## config.mk

```make
export PLATFORM = sky130hd
export DESIGN_NAME = if_id_pipe_reg
export DESIGN_NICKNAME = d
export VERILOG_FILES = /design/src/rtl/pipe_pkg.sv /design/src/rtl/cti_decode.sv /design/src/rtl/if_id_pipe_reg.sv
export SDC_FILE = /design/constraint.sdc
export NUM_CORES = 1
export LEC_CHECK = 0
export BUFFER_PORTS_ARGS = -buffer_cell sky130_fd_sc_hd__buf_2
export CORE_MARGIN = 5
export CORE_UTILIZATION = 47
export CTS_BUF_LIST = sky130_fd_sc_hd__clkbuf_8
export CTS_CLUSTER_DIAMETER = 100
export CTS_CLUSTER_SIZE = 40
export DETAILED_ROUTE_END_ITERATION = 10
export PLACE_DENSITY_LB_ADDON = 0.3
export SLEW_MARGIN = 30
export SYNTH_ARGS = -nofsm -noshare
export SYNTH_HDL_FRONTEND = slang
export SYNTH_SLANG_ARGS = --single-unit
```

## constraint.sdc

```tcl
create_clock -name clk -period 1.7 [get_ports clk]
set_input_delay 0.255 -clock clk [delete_from_list [all_inputs] [get_ports clk]]
set_output_delay 0.255 -clock clk [all_outputs]
set_load 0.005 [all_outputs]
```

## src/rtl/pipe_pkg.sv

```systemverilog
// Shared IF/ID pipeline definitions: MIPS opcode/funct fields for control
// transfers, the default bubble instruction and the IF-stage state type.
package pipe_pkg;

  localparam logic [5:0] OP_RTYPE  = 6'b000000;
  localparam logic [5:0] FN_JR     = 6'b001000;
  localparam logic [5:0] OP_BEQ    = 6'b000100;
  localparam logic [5:0] OP_BNE    = 6'b000101;
  localparam logic [5:0] OP_BLEZ   = 6'b000110;
  localparam logic [5:0] OP_BGTZ   = 6'b000111;
  localparam logic [5:0] OP_REGIMM = 6'b000001;
  localparam logic [5:0] OP_J      = 6'b000010;
  localparam logic [5:0] OP_JAL    = 6'b000011;

  localparam logic [31:0] NOP_DEFAULT = 32'h0000_0000;
  localparam int          CNT_W       = 4;

  typedef enum logic {
    RUN,
    FREEZE
  } if_state_t;

endpackage

```

## src/rtl/cti_decode.sv

```systemverilog
// Combinational control-transfer detector (jr, branches, j/jal) on the low
// 32 bits of an instruction word; shared with the ID-stage hazard unit.
module cti_decode
  import pipe_pkg::*;
#(
  parameter int DATA_W = 32
) (
  input  logic [DATA_W-1:0] inst_i,
  output logic              cti_o
);

  logic [5:0] opcode;
  logic [5:0] funct;
  logic       unused_ok;

  assign opcode    = inst_i[31:26];
  assign funct     = inst_i[5:0];
  // Only the opcode and funct fields matter; the rest is folded away.
  assign unused_ok = ^inst_i;

  always_comb begin
    cti_o = 1'b0;
    case (opcode)
      OP_RTYPE: cti_o = (funct == FN_JR);
      OP_BEQ, OP_BNE, OP_BLEZ, OP_BGTZ,
      OP_REGIMM, OP_J, OP_JAL: cti_o = 1'b1;
      default: cti_o = 1'b0;
    endcase
  end

endmodule

```

## src/rtl/if_id_pipe_reg.sv

```systemverilog
// IF/ID pipeline register: latches PC+4 and the instruction, holds on stall,
// kills on flush, and freezes fetch for FREEZE_CYCLES after a control transfer.
module if_id_pipe_reg
  import pipe_pkg::*;
#(
  parameter int                DATA_W        = 32,
  parameter int                FREEZE_CYCLES = 3,
  parameter int                FREEZE_EN     = 1,
  parameter logic [DATA_W-1:0] NOP_INST      = DATA_W'(NOP_DEFAULT)
) (
  input  logic              clk,
  input  logic              rst_n,
  input  logic [DATA_W-1:0] pc_plus_4_i,
  input  logic [DATA_W-1:0] inst_i,
  input  logic              valid_i,
  input  logic              stall_i,
  input  logic              flush_i,
  output logic [DATA_W-1:0] pc_plus_4_o,
  output logic [DATA_W-1:0] inst_o,
  output logic              valid_o,
  output logic              jmp_freeze_o,
  output logic              is_cti_o
);

  if (FREEZE_CYCLES < 1 || FREEZE_CYCLES > 15 || DATA_W < 32) begin : g_bad_cfg
    $error("if_id_pipe_reg: FREEZE_CYCLES must be 1..15 and DATA_W at least 32");
  end

  localparam logic             FREEZE_ON = (FREEZE_EN != 0);
  localparam logic [CNT_W-1:0] CNT_LOAD  = CNT_W'(FREEZE_CYCLES);

  if_state_t         state_q, state_d;
  logic [CNT_W-1:0]  cnt_q, cnt_d;
  logic [DATA_W-1:0] pc_q, pc_d;
  logic [DATA_W-1:0] inst_q, inst_d;
  logic              valid_q, valid_d;
  logic              cti_q, cti_d;
  logic              cti;

  cti_decode #(.DATA_W(DATA_W)) u_cti_decode (
    .inst_i (inst_i),
    .cti_o  (cti)
  );

  always_ff @(posedge clk or negedge rst_n) begin
    if (!rst_n) begin
      state_q <= RUN;
      cnt_q   <= '0;
      pc_q    <= '0;
      inst_q  <= NOP_INST;
      valid_q <= 1'b0;
      cti_q   <= 1'b0;
    end else begin
      state_q <= state_d;
      cnt_q   <= cnt_d;
      pc_q    <= pc_d;
      inst_q  <= inst_d;
      valid_q <= valid_d;
      cti_q   <= cti_d;
    end
  end

  // Flush beats stall, stall beats the normal RUN/FREEZE behaviour.
  always_comb begin
    state_d = state_q;
    cnt_d   = cnt_q;
    pc_d    = pc_q;
    inst_d  = inst_q;
    valid_d = valid_q;
    cti_d   = cti_q;
    if (flush_i) begin
      state_d = RUN;
      cnt_d   = '0;
      inst_d  = NOP_INST;
      valid_d = 1'b0;
      cti_d   = 1'b0;
    end else if (!stall_i) begin
      case (state_q)
        RUN: begin
          pc_d    = pc_plus_4_i;
          inst_d  = valid_i ? inst_i : NOP_INST;
          valid_d = valid_i;
          cti_d   = valid_i & cti;
          if (valid_i && cti && FREEZE_ON) begin
            state_d = FREEZE;
            cnt_d   = CNT_LOAD;
          end
        end
        FREEZE: begin
          inst_d  = NOP_INST;
          valid_d = 1'b0;
          cti_d   = 1'b0;
          cnt_d   = cnt_q - 1'b1;
          if (cnt_q == 1) state_d = RUN;
        end
        default: state_d = RUN;
      endcase
    end
  end

  assign pc_plus_4_o  = pc_q;
  assign inst_o       = inst_q;
  assign valid_o      = valid_q;
  assign is_cti_o     = cti_q;
  assign jmp_freeze_o = (state_q == FREEZE);

endmodule

```

==> summary.md <==
| Metric | Value |
|---|---|
| Maximum ir drop on the vdd rail | `0.530 mV` |
| Reg-to-reg setup timing slack | `0.31 ns` |
| Post-CTS repair timing setup buffer count | `0` |
| Highest achievable clock rate | `0.720 GHz` |
| Setup repair after global routing missed its margin | `false` |
| Share of the yosys chip area belonging to registers | `64.1%` |
| Combined global-route utilization of all metal layers | `18.0%` |
| Boundary Pins | `136` |
| Final-report hold violation count | `0` |
| Initial DRT Pass Iterations | `4` |
| Number of rows created at floorplan | `28` |
| Via count of the first global-routing pass | `2151` |
| Antenna violations before repair | `0` |
| Wire length reported by the detailed router | `6.45 mm` |
| Half-perimeter wire length after detailed placement | `4.71 mm` |
| Post-synth ARST share | `100%` |
| Post-detailed-route count of antenna-violating nets | `0` |
| Area grow syn2layout | `35.5%` |
| Final Cycle Share | `81.7%` |
| Most instantiated flip-flop cell in the synthesis netlist | `sky130_fd_sc_hd__dfrtp_1` |
| Tot Pwr | `3.82 mW` |
| Setup Viol. Count Final | `0` |
| Worst setup EP type | `flip-flop` |
| Port Buf Inserts | `135` |
| Number of placed cells counting well taps | `391` |
| Peak per-stage delay on the critical path | `0.42 ns` |
| Vias per Instance | `5.20` |
| Endpoint of the lowest-slack register-to-register path | `pc_plus_4_o[31]` |
| Syn Std Cell Area | `2770 sq um` |
| Worst hold margin | `0.139 ns` |
| Worst setup startpoint | `jmp_freeze_o` |
| Result of the run | `complete, no violations` |
| Core utilization of the finished layout | `64.6%` |
| CP Cell Sequence | `nor3_4 > buf_4 > mux2_2` |
| Count of antenna diodes in the layout | `0` |
| Most common cell after layout, fill and taps aside | `sky130_fd_sc_hd__buf_2` |
| Global-route wire length before repair | `10.4 mm` |
| Worst setup path endpoint | `pc_plus_4_o[31]` |
| Num CTS Buffers | `9` |
| P per Cell Area | `1020 nW/um^2` |
| Area occupied by multi-input gates | `891 sq um` |
| Proportion of layout cells with a drive suffix above 1 | `57.1%` |
| Worst relative slew slack | `76.5%` |
| Number of max-slew violations in the final report | `0` |
| Number of design-rule violations left by the first detailed-router iteration | `59` |
| Die height | `86.8 microns` |
| Routability-driven placement congestion ratio | `0.752` |
| Leakage power | `1.98 nW` |
| Die Footprint | `7540 sq um` |
| CTS H-tree depth | `3` |
| Latest clock arrival within the worst-skew pair | `0.33 ns` |
| Clock skew after layout | `0.00871 ns` |
| Worst-path cell with the longest stage delay | `sky130_fd_sc_hd__dfrtp_1` |
| Number of enable flip-flop cells after synthesis | `0` |
| Layout Cells excl Fill | `408` |
| Count of filler cells inserted in the layout | `474` |
| Total negative slack for setup checks | `0 ns` |
| Setup crit start kind | `flip-flop` |
| Horizontal die dimension | `86.8 microns` |
| Buffers from clock root to sink, at most | `2` |
| Num Clock Sinks | `71` |
| Crit-path max FO | `10` |
| Crit path kind | `reg -> reg` |
| Final Critical Period | `1.39 ns` |
| Pin slew with the least headroom to its limit | `0.348 ns` |
| Worst hold-check path type | `in -> reg` |
| Synthesized area divided by synthesized cell count | `14.8 sq um` |
| Highest-count cells in the layout ignoring fill and taps | `135 x sky130_fd_sc_hd__buf_2, 71 x sky130_fd_sc_hd__dfrtp_1, 33 x sky130_fd_sc_hd__a22o_1, 33 x sky130_fd_sc_hd__mux2_2, 9 x sky130_fd_sc_hd__clkbuf_8` |
| Synthesis Warnings | `0` |
| Clock Tree Root | `sky130_fd_sc_hd__clkbuf_8` |
| Post-detailed-route DRC marker count | `0` |
| Clock tree from TritonCTS | `built` |
| Final nets | `399` |
| Worst reg-to-reg path cell count | `3` |
| Gate count of the mapped netlist | `187` |
| Maximum capacitance violations | `0` |
| Routed wire per std cell | `15.8 microns` |
| Maximum number of pins on one net before global-route repair | `72` |
| Cell variety after synth | `30` |
| Clock-pin slew reported for the worst setup and hold paths after clock tree synthesis | `0.07 ns` |
| CP Data Required Time | `1.91 ns` |
| Total vias in the final route | `2121` |
| Total overflow reported by the global router | `0` |
| Net count after synthesis | `258` |
| Core area | `5820 sq um` |
| Number of synthesized register bits | `71` |
| Crit path DAT | `1.60 ns` |
| Initial core utilization | `47.7%` |
| Area taken by flip-flops and latches | `1780 sq um` |
| Beginning of the worst register-to-register path | `jmp_freeze_o` |
area by class of cell:
cell class / count / area share [%]
Timing Repair Buffer: 143 / 20.6
Clock buffer: 9 / 3.30
Multi-Input combinational cell: 99 / 23.7
Clock inverter: 7 / 2.16
Sequential cell: 71 / 47.3
Inverter: 4 / 0.400
Tap cell: 75 / 2.50
state kept, by name (all words and copies together) (netlist names):
name / flops
inst_o: 32
pc_plus_4_o: 32
cnt_q: 4
is_cti_o: 1
jmp_freeze_o: 1
valid_o: 1
repair_timing:
item | 4_1_cts | 5_1_grt
hold buffers | 1 | 0
gates resized for setup | 0 | 0
endpoints found under the hold margin | 71 | 0
worst min-delay path by stage:
stage	from	end	slack, ns	cells after the start
2_1_floorplan	rst_n	cnt_q[0]	-0.04	0
3_3_place_gp	rst_n	inst_o[9]	0.31	2
3_5_place_dp	rst_n	pc_plus_4_o[6]	0.30	2
4_1_cts	inst_i[14]	inst_o[14]	0.11	2
5_1_grt	inst_i[24]	inst_o[24]	0.13	2
6_report	inst_i[14]	inst_o[14]	0.14	2
logic make-up after synthesis:
| family | synth area share [%] |
|---|---|
| fa+ha+maj | 0.902 |
| mux | 13.4 |
| compound gates | 14.0 |
| flops | 64.1 |
| simple gates | 3.70 |
| buf+inv | 3.88 |
synth_stat cells, drive strengths merged, types with 2 or more instances:
master	instances	area share (%)
dfrtp	71	64
a22o	33	10
mux2	33	13
buf	12	3.2
nor2	6	0.81
inv	4	0.54
a211oi	2	0.54
a21o	2	0.54
a21oi	2	0.36
ha	2	0.90
nor2b	2	0.45
nor3	2	0.77
o21ai	2	0.36
stage by stage:
| step | setup slack [ns] | instance area [sq um] |
|---|---|---|
| final | 0.310 | 3760 |
| after global routing | 0.245 | 3760 |
| after detailed placement | 0.208 | 3540 |
| after floorplan | 0.185 | 2770 |
| after global placement | 0.228 | 3540 |
| after CTS | 0.297 | 3760 |
critical path, delay by kind of cell, from the launching register on:
| kind | cells | cell delay (ns) |
|---|---|---|
| buffers and inverters | 1 | 0.23 |
| multiplexers | 1 | 0.34 |
| AND/OR/NAND/NOR | 1 | 0.27 |
| flip-flops | 1 | 0.42 |
metal layers:
layer  vias to the layer above  track usage, %  share of wire (%)
met5                         -               0                  0
met4                         0            8.22                1.3
met3                        10            4.94                 10
met2                       109            27.1                 45
met1                      1030            24.4                 43
li1                        972               -                  -
report_power, final:
part / total, mW / leakage [nW] / switching, mW / internal, mW
Clock: 1.37 / 0.117 / 0.561 / 0.805
Combinational: 0.536 / 0.957 / 0.234 / 0.302
Sequential: 1.92 / 0.909 / 0.0750 / 1.84
No activity file was read; power rests on OpenSTA's default activity.
